<file path="src/rtl/chunked_addsub_seq.sv">
// chunked_addsub_seq: multi-cycle ripple adder/subtractor, CHUNK bits per clock with valid/ready handshakes.
module chunked_addsub_seq #(
  parameter int WIDTH = 32,
  parameter int CHUNK = 8
) (
  input  logic             clk,
  input  logic             rst_n,
  input  logic             in_valid,
  output logic             in_ready,
  input  logic [WIDTH-1:0] a,
  input  logic [WIDTH-1:0] b,
  input  logic             cin,
  input  logic             sub,
  output logic             out_valid,
  input  logic             out_ready,
  output logic [WIDTH-1:0] sum,
  output logic             cout,
  output logic             ovf
);
  localparam int NCHUNK = WIDTH / CHUNK;
  localparam int IW = NCHUNK > 1 ? $clog2(NCHUNK) : 1;
  typedef enum logic [1:0] {IDLE, RUN, DONE} state_t;
  if (WIDTH < 1 || CHUNK < 1 || WIDTH % CHUNK != 0) begin : g_bad_params
    $error("chunked_addsub_seq: WIDTH must be a positive multiple of CHUNK");
  end
  state_t state_q, state_d;
  logic [IW-1:0] idx_q, idx_d;
  logic [WIDTH-1:0] a_q, a_d, b_q, b_d, sum_q, sum_d;
  logic carry_q, carry_d, sub_q, sub_d, cout_q, cout_d, ovf_q, ovf_d;
  logic [CHUNK:0] part;
  logic last;
  always_comb begin
    part = {1'b0, a_q[int'(idx_q)*CHUNK +: CHUNK]} + {1'b0, b_q[int'(idx_q)*CHUNK +: CHUNK]}
         + (CHUNK+1)'(carry_q);
    last = idx_q == IW'(NCHUNK - 1);
    state_d = state_q;
    idx_d = idx_q;
    a_d = a_q;
    b_d = b_q;
    sum_d = sum_q;
    carry_d = carry_q;
    sub_d = sub_q;
    cout_d = cout_q;
    ovf_d = ovf_q;
    if (state_q == IDLE && in_valid) begin
      state_d = RUN;
      idx_d = '0;
      a_d = a;
      b_d = sub ? ~b : b;
      carry_d = sub ? ~cin : cin;
      sub_d = sub;
    end
    if (state_q == RUN) begin
      sum_d[int'(idx_q)*CHUNK +: CHUNK] = part[CHUNK-1:0];
      carry_d = part[CHUNK];
      idx_d = idx_q + 1'b1;
      if (last) begin
        state_d = DONE;
        cout_d = sub_q ? ~part[CHUNK] : part[CHUNK];
        // part[CHUNK-1] is the result MSB on the final chunk
        ovf_d = (a_q[WIDTH-1] == b_q[WIDTH-1]) && (part[CHUNK-1] != a_q[WIDTH-1]);
      end
    end
    if (state_q == DONE && out_ready) state_d = IDLE;
  end
  always_ff @(posedge clk or negedge rst_n) begin
    if (!rst_n) begin
      state_q <= IDLE;
      idx_q <= '0;
      a_q <= '0;
      b_q <= '0;
      sum_q <= '0;
      carry_q <= 1'b0;
      sub_q <= 1'b0;
      cout_q <= 1'b0;
      ovf_q <= 1'b0;
    end else begin
      state_q <= state_d;
      idx_q <= idx_d;
      a_q <= a_d;
      b_q <= b_d;
      sum_q <= sum_d;
      carry_q <= carry_d;
      sub_q <= sub_d;
      cout_q <= cout_d;
      ovf_q <= ovf_d;
    end
  end
  assign in_ready = state_q == IDLE;
  assign out_valid = state_q == DONE;
  assign sum = sum_q;
  assign cout = cout_q;
  assign ovf = ovf_q;
endmodule

</file>
<file path="config.mk">
export PLATFORM = sky130hd
export DESIGN_NAME = chunked_addsub_seq
export DESIGN_NICKNAME = d
export VERILOG_FILES = /design/src/rtl/chunked_addsub_seq.sv
export SDC_FILE = /design/constraint.sdc
export NUM_CORES = 1
export LEC_CHECK = 0
export ABC_AREA = 1
export BUFFER_PORTS_ARGS = -buffer_cell sky130_fd_sc_hd__buf_2
export CORE_ASPECT_RATIO = 1.4
export CORE_MARGIN = 2
export CORE_UTILIZATION = 41
export DETAILED_ROUTE_END_ITERATION = 16
export GPL_TIMING_DRIVEN = 0
export HOLD_SLACK_MARGIN = 0.08
export PLACE_DENSITY = 0.62
export SYNTH_ARGS = -nofsm -noshare
export SYNTH_HDL_FRONTEND = slang
export SYNTH_SLANG_ARGS = --single-unit
</file>
<file path="constraint.sdc">
create_clock -name clk -period 2.55 [get_ports clk]
set_clock_uncertainty 0.15 [all_clocks]
set_input_delay 0.255 -clock clk [delete_from_list [all_inputs] [get_ports clk]]
set_output_delay 0.255 -clock clk [all_outputs]
set_load 0.01 [all_outputs]
</file>
==> results.json <==
{
  "outcome": "complete, but fails checks",
  "violations": "negative setup slack",
  "dpl_cell_area_mm2": 0.005996,
  "endpoint_kind": "flip-flop",
  "fin_setup_tns_ns": -0.02773,
  "seq_area_frac_synth_pct": 49.64,
  "n_fill_cell": 1137,
  "cap_violations": 0,
  "die_y_um": 137.8,
  "start_kind": "flip-flop",
  "finalWorstSetupSlack_ns": -0.01625,
  "dp_cells": 883,
  "numCtsBuffers": 9,
  "netlist_area_mm2": 0.005243,
  "crit_top_cell": "fa_2",
  "drv_slew": 0,
  "synth-edff-count": 0,
  "insertedDiodeCount": 0,
  "period_needed_ns": 2.566,
  "critPathKind": "reg2reg",
  "rows": 48,
  "mostFrequentLayoutCells": "nand2_1 (217), buf_2 (116), dfrtp_1 (102)",
  "synth-compound-area-share_pct": 11.24,
  "clock_latency_ns": 0.35,
  "fp.dieArea_mm2": 0.01372,
  "grt_max_degree": 55,
  "hp-class": "in2reg",
  "gp_congestion": 0.9306,
  "synthMuxAreaShare_pct": 0,
  "remaining_drc_errors": 0,
  "cts_root_buffer": "clkbuf_16",
  "area_growth_pct": 38.16,
  "ys_ff_latch": 104,
  "first_global_vias": 4907,
  "rsz0062_at_grt": "yes",
  "grt_usage_pct": 22.30,
  "tightestPinTransition_ns": 0.6730,
  "wirelength_mm": 14.74,
  "drtIter0Drc": 224,
  "core-area_mm2": 0.01243,
  "start_util_pct": 42.17,
  "numPortBuffers": 104,
  "yosysUniqueCellTypes": 33,
  "r2r-end": "sum[28]",
  "clk_pin_slew_ns": 0.06,
  "synth_area_leaders": "dfrtp_1 (50%), nand2_1 (16%), o21ai_0 (7.4%)",
  "r2r_slack_ns": -0.02,
  "syn_nets": 713,
  "setup_viol": 2,
  "fmax_ghz": 0.3897,
  "yosys.area_share.adder_pct": 3.866,
  "holdPathStages": 3,
  "synthXorXnorAreaFrac_pct": 6.014,
  "num_io_pins": 106,
  "first_pass_iters": 5,
  "final_cell_area_mm2": 0.007243,
  "vias": 4794,
  "cp_slowest_stage_delay_ns": 0.43,
  "r2r_start": "idx_q[0]",
  "synthCells": 628,
  "crit_required_ns": 2.68,
  "cts_buffer_depth": 2,
  "peakVddDrop_uv": 271.3,
  "via_per_inst": 4.922,
  "yosysWarnings": 0,
  "ff_latch_area_mm2": 0.002605,
  "crit_arrival_ns": 2.70,
  "cts_tree": "done",
  "wl_per_cell_um": 15.13,
  "r2r_cells": 12,
  "synth_top_family_by_area": "simple AND/OR/NAND/NOR gates",
  "async_flop_share_pct": 100.0,
  "nNetsFinal": 906,
  "p_total_mw": 3.131,
  "crit_slowest_cell": "dfrtp_2",
  "hold_violations": 0,
  "power_per_cell_area_mw_per_mm2": 432.2,
  "dp_hpwl_mm": 10.86,
  "hp-start": "b[15]",
  "synth_top_cell_by_area": "dfrtp_1",
  "fin_crit_sh_pct": 100.6,
  "crit_path_cell_trace": "buf_8 -> clkinv_8 -> clkbuf_16 -> o21ai_2 -> o22ai_2 -> fa_2 -> inv_2 -> fa_2 -> o21ai_4 -> xor2_4 -> nand4_1 -> nand2_1",
  "netlist.area_leader.share_pct": 49.64,
  "drive_gt1_share_pct": 25.36,
  "fin_cells": 974,
  "overflow": 0,
  "cts_max_level": 3,
  "path_max_fanout": 8,
  "antenna_found_initial": 0,
  "clock_sinks": 104,
  "antenna_left": 0,
  "slew_headroom_pct": 55.13,
  "synth_flop_cell": "dfrtp_1",
  "multi_input_area_mm2": 0.002537,
  "synth_simple_gate_area_share_pct": 23.75,
  "avgSynthCellArea_um2": 8.348,
  "die_w_um": 99.57,
  "grt_first_pass_wirelength_mm": 23.58,
  "leakagePower_nw": 3.732,
  "min_to": "b_q[15]",
  "final_common_cell": "nand2_1"
}
-- per-layer routing --
| layer | share of wire [%] | track usage, % |
|---|---|---|
| met1 | 40 | 24.84 |
| met2 | 54 | 41.37 |
| met3 | 2.6 | 2.740 |
| met4 | 3.3 | 11.49 |
| met5 | 0 | 0 |
-- synthesized netlist by cell type (2+ instances only) --
master and instances:
a21oi_1 6, a22o_1 2, a32oi_1 2, buf_2 16
buf_4 5, clkbuf_1 8, dfrtp_1 104, fa_1 2
ha_1 13, inv_1 28, inv_2 5, nand2_1 223
nand2_4 2, nand3_1 19, nand4_1 10, nor2_1 38
nor2_4 2, o21ai_0 78, o21ai_1 3, o22ai_1 14
or2_2 2, xnor2_1 35
-- worst max-delay path, delay by kind of cell, from the launching register on --
family	cells	cell delay, ns
AND/OR/NAND/NOR	2	0.18
AO/OA/AOI/OAI	3	0.44
XOR/XNOR	1	0.24
buffers and inverters	4	0.39
flip-flops	1	0.43
adder cells (fa/ha/maj)	2	0.67
-- power breakdown --
group	leakage [nW]	switching (mW)	internal (mW)	total, mW
clock network	0.126	0.573	0.678	1.25
logic	2.18	0.0910	0.140	0.231
registers	1.42	0	1.65	1.65
-- cells by family (layout without fill, tap and decap cells) --
kind of cell | after synthesis | after routing
buf+inv | 64 | 260
fa+ha+maj | 15 | 15
flops | 104 | 104
xor+xnor | 36 | 36
simple gates | 300 | 300
compound gates | 109 | 109
-- how the worst max path moves through the flow --
| stage | slack (ns) | endpoint | startpoint |
|---|---|---|---|
| finish | -0.02 | sum[28] | idx_q[0] |
| floorplan | 0.004 | sum[25] | idx_q[0] |
| CTS | -0.07 | sum[28] | idx_q[0] |
| global route | -0.15 | sum[15] | idx_q[0] |
| global placement | -0.77 | sum[12] | idx_q[1] |
| detailed placement | -0.75 | sum[28] | idx_q[1] |
-- layout make-up --
cell class	count	area share, %
buffer	31	3.248
clock buffer	13	3.455
clock inverter	1	0.06910
inverter	33	1.883
multi-input combinational	460	35.03
sequential	104	35.96
tap	150	2.591
timing repair buffer	182	17.76
-- repair_timing --
item,CTS,global route
hold buffers,62,1
resized for setup,52,27
endpoints found under the setup margin,35,27
setup buffers,11,3
pin swaps,11,18
hold endpoints to repair,111,1
-- sequential cells by signal, summed over array words and instances, names as in the netlist --
| name | cells |
|---|---|
| a_q | 32 |
| b_q | 32 |
| carry_q | 1 |
| cout | 1 |
| idx_q | 2 |
| ovf | 1 |
| state_q | 2 |
| sub_q | 1 |
| sum | 32 |
-- through the flow --
step / util, % / setup WS, ns / hold slack [ns]
floorplan: - / 0.003531 / -0.1906
global placement: 47.99 / -0.7686 / 0.3014
detailed placement: 48.23 / -0.7516 / 0.1801
CTS: 57.37 / -0.07481 / 0.08293
global route: 58.26 / -0.1531 / 0.1049
finish: 58.26 / -0.01625 / 0.08395
No activity file was read; power rests on OpenSTA's default activity.
